$ cat src/rtl/async_fifo_pkg.sv
// Shared async FIFO helpers: pointer width, depth and Gray-to-binary decode.
// Used by the write-side full controller and the read-side empty controller.
package async_fifo_pkg;

  // Pointer width: one extra wrap bit above the address.
  function automatic int unsigned ptr_w(input int unsigned addr_width);
    return addr_width + 1;
  endfunction

  // FIFO depth in entries.
  function automatic int unsigned depth(input int unsigned addr_width);
    return 32'(1) << addr_width;
  endfunction

  // Gray-to-binary over a 32-bit container; callers zero-extend and truncate.
  function automatic logic [31:0] gray2bin(input logic [31:0] gray);
    logic [31:0] bin;
    bin[31] = gray[31];
    for (int i = 30; i >= 0; i--) begin
      bin[i] = bin[i+1] ^ gray[i];
    end
    return bin;
  endfunction

endpackage

$ cat src/rtl/wr_full_ctrl_if.sv
// Producer-facing write handshake/status bundle of the async FIFO write side.
//   master : producer (drives wr_req, ovf_clr; observes status)
//   slave  : wr_full_ctrl (drives wr_en and all status flags)
interface wr_full_ctrl_if
  import async_fifo_pkg::*;
#(
  parameter int unsigned ADDR_WIDTH = 4
);

  logic                           wr_req;
  logic                           ovf_clr;
  logic                           wr_en;
  logic                           wr_full;
  logic                           wr_almost_full;
  logic [ptr_w(ADDR_WIDTH)-1:0]   wr_level;
  logic                           wr_overflow;

  modport master (
    output wr_req, ovf_clr,
    input  wr_en, wr_full, wr_almost_full, wr_level, wr_overflow
  );

  modport slave (
    input  wr_req, ovf_clr,
    output wr_en, wr_full, wr_almost_full, wr_level, wr_overflow
  );

endinterface

$ cat src/rtl/sync_2ff.sv
// Two-flop synchronizer, reset to zero. Shared by both FIFO clock domains.
//   clk, rst_n : destination clock, async active-low reset
//   d          : source-domain bus (must be Gray coded by the caller)
//   q          : synchronized bus, two edges of latency
module sync_2ff #(
  parameter int unsigned WIDTH = 1
) (
  input  logic             clk,
  input  logic             rst_n,
  input  logic [WIDTH-1:0] d,
  output logic [WIDTH-1:0] q
);

  logic [WIDTH-1:0] meta_q;

  // Back-to-back stages with nothing between them.
  always_ff @(posedge clk or negedge rst_n) begin
    if (!rst_n) begin
      meta_q <= '0;
      q      <= '0;
    end else begin
      meta_q <= d;
      q      <= meta_q;
    end
  end

endmodule

$ cat src/rtl/wr_full_ctrl.sv
// Write-side status controller of the async FIFO. Synchronizes the Gray read
// pointer, registers FULL / level / almost-full / sticky overflow, and
// qualifies the producer request into wr_en.
// Optional build macro: ASYNC_FIFO_ALMOST_FULL_EN (almost-full flag present;
// when undefined wr_almost_full is tied low and AF_MARGIN is ignored).
// Ports:
//   wr_clk, rst_n      : write clock, async active-low reset
//   bus (slave)        : wr_req/ovf_clr in; wr_en, wr_full, wr_almost_full,
//                        wr_level, wr_overflow out
//   rd_ptr_gray        : Gray read pointer from rd_clk domain (unsynchronized)
//   wr_ptr_bin         : current binary write pointer
//   wr_ptr_gray_next   : next Gray write pointer, already including wr_en
module wr_full_ctrl
  import async_fifo_pkg::*;
#(
  parameter int unsigned ADDR_WIDTH = 4,
  parameter int unsigned AF_MARGIN  = 2
) (
  input  logic                         wr_clk,
  input  logic                         rst_n,
  wr_full_ctrl_if.slave                bus,
  input  logic [ptr_w(ADDR_WIDTH)-1:0] rd_ptr_gray,
  input  logic [ptr_w(ADDR_WIDTH)-1:0] wr_ptr_bin,
  input  logic [ptr_w(ADDR_WIDTH)-1:0] wr_ptr_gray_next
);

  localparam int unsigned PW    = ptr_w(ADDR_WIDTH);
  localparam int unsigned DEPTH = depth(ADDR_WIDTH);

  // Elaboration-time parameter sanity.
  if (ADDR_WIDTH < 2) begin : g_bad_addr_width
    $error("wr_full_ctrl: ADDR_WIDTH must be >= 2");
  end
  if (AF_MARGIN < 1 || AF_MARGIN >= DEPTH) begin : g_bad_af_margin
    $error("wr_full_ctrl: AF_MARGIN must be in 1 .. DEPTH-1");
  end

  logic [PW-1:0] rq2;
  logic [PW-1:0] rd_bin;
  logic [PW-1:0] bin_next;
  logic [PW-1:0] level_nxt;
  logic [PW-1:0] full_pattern;
  logic          full_nxt;
  logic          full_q;
  logic [PW-1:0] level_q;
  logic          ovf_q;

  sync_2ff #(
    .WIDTH (PW)
  ) u_rptr_sync (
    .clk   (wr_clk),
    .rst_n (rst_n),
    .d     (rd_ptr_gray),
    .q     (rq2)
  );

  // Qualified write uses only the registered flag, so there is no comb loop.
  assign bus.wr_en = bus.wr_req & ~full_q;

  // Full when the next write pointer equals the read pointer with both MSBs
  // inverted (Gray form of "one full lap ahead").
  assign full_pattern = {~rq2[PW-1:PW-2], rq2[PW-3:0]};
  assign full_nxt     = (wr_ptr_gray_next == full_pattern);

  // Occupancy modulo 2**PW; wrap is handled by the natural overflow.
  assign rd_bin    = PW'(gray2bin(32'(rq2)));
  assign bin_next  = wr_ptr_bin + PW'(bus.wr_en);
  assign level_nxt = bin_next - rd_bin;

  // Status registers; overflow set has priority over clear.
  always_ff @(posedge wr_clk or negedge rst_n) begin
    if (!rst_n) begin
      full_q  <= 1'b0;
      level_q <= '0;
      ovf_q   <= 1'b0;
    end else begin
      full_q  <= full_nxt;
      level_q <= level_nxt;
      if (bus.wr_req & full_q) begin
        ovf_q <= 1'b1;
      end else if (bus.ovf_clr) begin
        ovf_q <= 1'b0;
      end
    end
  end

`ifdef ASYNC_FIFO_ALMOST_FULL_EN
  localparam int unsigned AF_THRESH = DEPTH - AF_MARGIN;

  logic af_q;

  // Almost-full stays asserted while full since level >= threshold.
  always_ff @(posedge wr_clk or negedge rst_n) begin
    if (!rst_n) begin
      af_q <= 1'b0;
    end else begin
      af_q <= (level_nxt >= PW'(AF_THRESH));
    end
  end

  assign bus.wr_almost_full = af_q;
`else
  assign bus.wr_almost_full = 1'b0;
`endif

  assign bus.wr_full     = full_q;
  assign bus.wr_level    = level_q;
  assign bus.wr_overflow = ovf_q;

endmodule
$ cat src/flat_wrapper.sv
// flat-port wrapper written by rule: the top's interface ports become plain ports
module wr_full_ctrl_flat import async_fifo_pkg::*;
#(
  parameter int unsigned ADDR_WIDTH = 4,
  parameter int unsigned AF_MARGIN  = 2
)
  (wr_clk, rst_n, rd_ptr_gray, wr_ptr_bin, wr_ptr_gray_next, bus_wr_req, bus_ovf_clr, bus_wr_en, bus_wr_full, bus_wr_almost_full, bus_wr_level, bus_wr_overflow);
  wr_full_ctrl_if #(.ADDR_WIDTH(ADDR_WIDTH)) bus_i ();
  input  logic wr_clk;
  input  logic rst_n;
  input  logic [ptr_w(ADDR_WIDTH)-1:0] rd_ptr_gray;
  input  logic [ptr_w(ADDR_WIDTH)-1:0] wr_ptr_bin;
  input  logic [ptr_w(ADDR_WIDTH)-1:0] wr_ptr_gray_next;
  input wire logic [$bits(bus_i.wr_req)-1:0] bus_wr_req;
  input wire logic [$bits(bus_i.ovf_clr)-1:0] bus_ovf_clr;
  output wire logic [$bits(bus_i.wr_en)-1:0] bus_wr_en;
  output wire logic [$bits(bus_i.wr_full)-1:0] bus_wr_full;
  output wire logic [$bits(bus_i.wr_almost_full)-1:0] bus_wr_almost_full;
  output wire logic [$bits(bus_i.wr_level)-1:0] bus_wr_level;
  output wire logic [$bits(bus_i.wr_overflow)-1:0] bus_wr_overflow;
  assign bus_i.wr_req = bus_wr_req;
  assign bus_i.ovf_clr = bus_ovf_clr;
  assign bus_wr_en = bus_i.wr_en;
  assign bus_wr_full = bus_i.wr_full;
  assign bus_wr_almost_full = bus_i.wr_almost_full;
  assign bus_wr_level = bus_i.wr_level;
  assign bus_wr_overflow = bus_i.wr_overflow;
  wr_full_ctrl #(.ADDR_WIDTH(ADDR_WIDTH), .AF_MARGIN(AF_MARGIN)) u_core (.wr_clk(wr_clk), .rst_n(rst_n), .bus(bus_i), .rd_ptr_gray(rd_ptr_gray), .wr_ptr_bin(wr_ptr_bin), .wr_ptr_gray_next(wr_ptr_gray_next));
endmodule
$ cat config.mk
export PLATFORM = sky130hd
export DESIGN_NAME = wr_full_ctrl_flat
export DESIGN_NICKNAME = d
export VERILOG_FILES = /design/src/rtl/async_fifo_pkg.sv /design/src/rtl/wr_full_ctrl_if.sv /design/src/rtl/sync_2ff.sv /design/src/rtl/wr_full_ctrl.sv /design/src/flat_wrapper.sv
export SDC_FILE = /design/constraint.sdc
export NUM_CORES = 1
export LEC_CHECK = 0
export BUFFER_PORTS_ARGS = -buffer_cell sky130_fd_sc_hd__buf_4
export CORE_MARGIN = 1
export CORE_UTILIZATION = 24
export CTS_CLUSTER_SIZE = 12
export DETAILED_ROUTE_END_ITERATION = 7
export SYNTH_ARGS = -nofsm -noshare
export SYNTH_HDL_FRONTEND = slang
export SYNTH_SLANG_ARGS = --single-unit
$ cat constraint.sdc
create_clock -name wr_clk -period 3.45 [get_ports wr_clk]
set_clock_uncertainty 0.1 [all_clocks]
set_input_delay 0.5175 -clock wr_clk [delete_from_list [all_inputs] [get_ports wr_clk]]
set_output_delay 0.5175 -clock wr_clk [all_outputs]
set_load 0.01 [all_outputs]
After elaboration in Yosys (flattened, before gate mapping)

Cells that the tools add are included.
Widths: inputs -> output; s select.

Register bits: 17
Output and inout port bits: 9

Bitwise operators: 8
Reduce and logical (&&, ||, !) cells: 1
Muxes and demuxes: 2
Add/subtract/negate cells: 2
Equal/unequal tests: 1

Operators by type and width:

| operator          | count |
|---|---|
| $add 5x1->5       | 1 |
| $eq 5x5->1        | 1 |
| $sub 5x5->5       | 1 |
| $xor 1x1->1       | 4 |
| $and 1x1->1       | 2 |
| $mux 1            | 2 |
| $not 2->2         | 1 |
| $reduce_bool 2->1 | 1 |
| $not 1->1         | 1 |

Longest topological paths before layout

Depth in word-level cells: 5
Mapped depth: 10

Modules after synthesis

Synthesis repeated with hierarchy kept, for this count alone.

Cells, all modules: 55
Area, all modules: 759.5 sq um

Modules (own cells, without submodules):

| module       | sequential area each (sq um) | instances | area each (sq um) | cells each |
|---|---|---|---|---|
| wr_full_ctrl | 175.2                        | 1         | 509.2             | 45 |
| sync_2ff     | 250.2                        | 1         | 250.2             | 10 |

Least setup slack after synthesis

OpenSTA, ideal clock, no wires.

Path kind: register to register
Start: register u_core.u_rptr_sync.q[3]
End: register u_core.level_q[4], in the netlist u_core.bus.wr_level[4]
Setup time: 0.124 ns
Clock period less this slack: 2.595 ns
Buffers on the path: 0
Slack: 0.855 ns
Arrival time: 2.371 ns
Cell stages (with the launch flop): 11
Data required time: 3.226 ns
Path through: dfrtp_1 xnor3_2 xor2_1 xnor2_1 ha_1 inv_1 ha_1 fa_1 a21o_1 a21oi_1 xnor2_1

Word-level cells in the longest chain between the ends: 5

RTL lines:

| element                       | line                 | RTL |
|---|---|---|
| start, declared               | sync_2ff.sv:11       | `output logic [WIDTH-1:0] q` |
| start signal, assigned        | sync_2ff.sv:23       | `q <= meta_q;` |
| $xor 1x1->1 (*)               | async_fifo_pkg.sv:20 | `bin[i] = bin[i+1] ^ gray[i];` |
| $xor 1x1->1 (3 in series)     | async_fifo_pkg.sv:20 |  |
| $sub 5x5->5 (*)               | wr_full_ctrl.sv:68   | `assign level_nxt = bin_next - rd_bin;` |
| named net u_core.level_nxt[4] | wr_full_ctrl.sv:41   | `logic [PW-1:0] level_nxt;` |
| end signal, assigned          | wr_full_ctrl.sv:78   | `level_q <= level_nxt;` |
| end, declared                 | wr_full_ctrl.sv:45   | `logic [PW-1:0] level_q;` |

Mark *: on every way through the listed nets, which the timed path passes. The rest lies on a longest branch.
A chain may end at the register's enable or synchronous reset.

Worst setup path in the final report

Ends and elaborated chain as after synthesis.

==> run summary <==
worst hold slack -> 0.225 ns
endpoint type of the worst setup path -> flop
relative area change from synthesis to final layout -> 36.9%
distinct cell type count of the synthesized netlist -> 16
total routing resource utilization after global routing -> 9.19%
largest fanout on the critical path -> 3
CP endpoint -> u_core.bus.wr_level[4]
total clock sinks -> 17
die area -> 3390 µm²
sw power -> 156 µW
switching fraction of total power -> 29.2%
highest ir drop seen on vdd -> 0.173 mV
terminus of the critical flop-to-flop path -> u_core.bus.wr_level[4]
top layer in use -> met4
number of routed nets with antenna violations -> 0
Avg Synthesized Cell Area -> 13.8 µm²
cell types with the largest area share after synthesis -> dfrtp_1 56%, ha_1 13%, xnor2_1 9.2%
Comb power frac -> 34.0%
routed length per instance -> 10.4 µm
Worst R2R Path Depth -> 10
final-report max-slew violation count -> 0
R2R Setup Slk -> 0.68 ns
synthesized netlist cell count -> 55
net count after synthesis -> 83
most frequent cells after synthesis -> 17 x dfrtp_1, 8 x ha_1, 8 x xnor2_1
element type at the critical path start -> flop
# rows -> 20
number of hold violations in the final report -> 0
remaining global-route overflow -> 0
detailed-route vias per instance -> 3.69
fraction of final layout cells with drive strength greater than 1 -> 36.5%
instance area at placement -> 1000 µm²
wire length on met1 -> 500 µm
Final Net Count -> 114
Util after Layout -> 34.3%
wire length of the first global-routing pass -> 2240 µm
number of buffers added by the clock tree synthesis step -> 3
sequential group share of total power -> 45.9%
portion of the post-synthesis area used by sequential elements -> 56.0%
CTS HTree Levels -> 1
final weighted congestion of routability-driven global placement -> 0.734
static leakage power -> 0.000518 µW
Port-buffer cells -> 26
Final TNS setup -> 0 ns
total of warnings raised by yosys -> 0
pin count of the biggest net entering global routing -> 18
setup repair after global routing missed its margin -> no
count of cells resized by post-cts repair -> 0
final design area excluding fillers -> 1040 µm²
Worst-Skew Late Latency -> 0.29 ns
final count of negative-setup-slack endpoints -> 0
Diodes inserted -> 0
async set-or-reset flop fraction in the synthesized netlist -> 100%
beginning of the worst register-to-register path -> u_core.u_rptr_sync.q[3]
core footprint -> 3030 µm²
clock tree from TritonCTS -> yes
Starting Density -> 25.1%
Max Root-Sink Buffers -> 2
power per cell area -> 513 nW/µm²
Ports -> 28
die height -> 58.3 µm
Chip Width -> 58.3 µm
Final period util -> 80.4%
total detailed-routing wirelength -> 1340 µm
maxcap violations -> 0
Reg clk slew, reported paths -> 0.11 ns
met3 wire len -> 107 µm
Primary FF master, synth -> dfrtp_1
filler cell count -> 321
Tmin final -> 2.77 ns
DRC violation total after the first TritonRoute iteration -> 6
post-synthesis register bit count -> 17
number of enable flip-flop cells after synthesis -> 0
area of the mapped netlist -> 759 µm²
master cell of the clock root buffer -> clkbuf_4
initial antenna violation count -> 0
met2 routed WL -> 720 µm
proportion of netlist area held by the largest area contributor -> 56.0%
post-route DRC violation count -> 0
launching instance or port of the critical path -> u_core.u_rptr_sync.q[3]
required time reported for the critical path endpoint -> 3.57 ns
Peak Freq -> 361 MHz
clock network fraction of design power -> 20.2%
via count of the first global-routing pass -> 509
Hold Path Class -> input port to flop
largest area contributor in the synthesized netlist -> dfrtp_1
Pre-Repair DR Iteration Count -> 3
WP data arrival -> 2.89 ns
via total after detailed routing -> 476
Internal Power -> 378 µW
run status -> completed
path type of the worst setup path -> flop to flop
library cell with the highest instance count after synthesis -> dfrtp_1
Pwr Total -> 534 µW
critical path, cell delays in order, from the launching register on:
cell	delay [ns]
dfrtp_1	0.44
xnor3_2	0.40
xor2_1	0.24
xnor2_1	0.11
ha_1	0.28
inv_1	0.04
ha_1	0.19
fa_1	0.41
a21o_1	0.19
a21oi_1	0.18
xnor2_1	0.13
layout make-up:
| cell class | instances | area, µm² | area share (%) |
|---|---|---|---|
| clock buffers | 3 | 22.5 | 2.17 |
| clock inverters | 1 | 5.00 | 0.481 |
| inverters | 4 | 15.0 | 1.44 |
| multi-input cells | 33 | 312 | 30.0 |
| flip-flops and latches | 17 | 425 | 40.9 |
| well taps | 44 | 55.1 | 5.29 |
| repair buffers | 27 | 205 | 19.7 |
what timing repair did:
| item | in CTS | in global routing |
|---|---|---|
| hold buffers | 1 | 0 |
| hold endpoints to repair | 17 | 0 |
| buffers inserted | 0 | 0 |
logic make-up (layout without fill, tap and decap cells):
group / Yosys count / count (layout) / synth area share [%]
AO/OA/AOI/OAI: 5 / 5 / 3.95
flip-flops: 17 / 17 / 56.0
adder cells (fa/ha/maj): 9 / 9 / 15.8
buffers and inverters: 5 / 35 / 2.97
other: 1 / 1 / 0.494
AND/OR/NAND/NOR: 4 / 4 / 2.63
XOR/XNOR: 14 / 14 / 18.1
flip-flops by register name (all words and copies together) (netlist names):
name                       flops
u_core.u_rptr_sync.q           5
u_core.bus.wr_level            5
u_core.bus.wr_full             1
u_core.bus.wr_overflow         1
u_core.u_rptr_sync.meta_q      5
metal layers:
layer | vias up | GRT usage [%]
li1 | 234 | -
met1 | 219 | 10.5
met3 | 2 | 3.57
met4 | 0 | 2.72
met2 | 21 | 15.9
met5 | - | 0
worst min path at each step:
stage,cells after the start,slack (ns),startpoint,end
4_1_cts,1,0.22,rd_ptr_gray[0],u_core.u_rptr_sync.meta_q[0]
6_report,1,0.22,rd_ptr_gray[0],u_core.u_rptr_sync.meta_q[0]
5_1_grt,1,0.21,rd_ptr_gray[2],u_core.u_rptr_sync.meta_q[2]
2_1_floorplan,0,0.12,rst_n,u_core.bus.wr_full
3_5_place_dp,0,0.23,u_core.u_rptr_sync.meta_q[3],u_core.u_rptr_sync.q[3]
3_3_place_gp,0,0.23,u_core.u_rptr_sync.meta_q[0],u_core.u_rptr_sync.q[0]
stage by stage:
stage,setup slack (ns),cells
final,0.677,129
after global routing,0.545,129
after CTS,0.658,129
after detailed placement,0.713,124
after global placement,0.766,124
after floorplan,0.855,55
layout by cell type, fill, tap and decap left out, drive strengths merged:
master / n
xnor3: 1
a21o: 2
xnor2: 8
o21ai: 1
clkinv: 1
dfrtp: 17
clkbuf: 3
buf: 26
inv: 4
ha: 8
nand2b: 1
a21oi: 2
nand2: 1
conb: 1
nor3: 1
nand3: 1
fa: 1
xor2: 5
dlygate4sd3: 1
power groups by stage:
| stage | combinational, µW | sequential (µW) | clock [µW] |
|---|---|---|---|
| floorplan | 84.0 | 265 | 0 |
| global placement | 176 | 249 | 0 |
| detailed placement | 184 | 250 | 0 |
| CTS | 186 | 246 | 113 |
| global route | 205 | 250 | 123 |
| finish | 181 | 245 | 108 |
No activity file was read; power rests on OpenSTA's default activity.
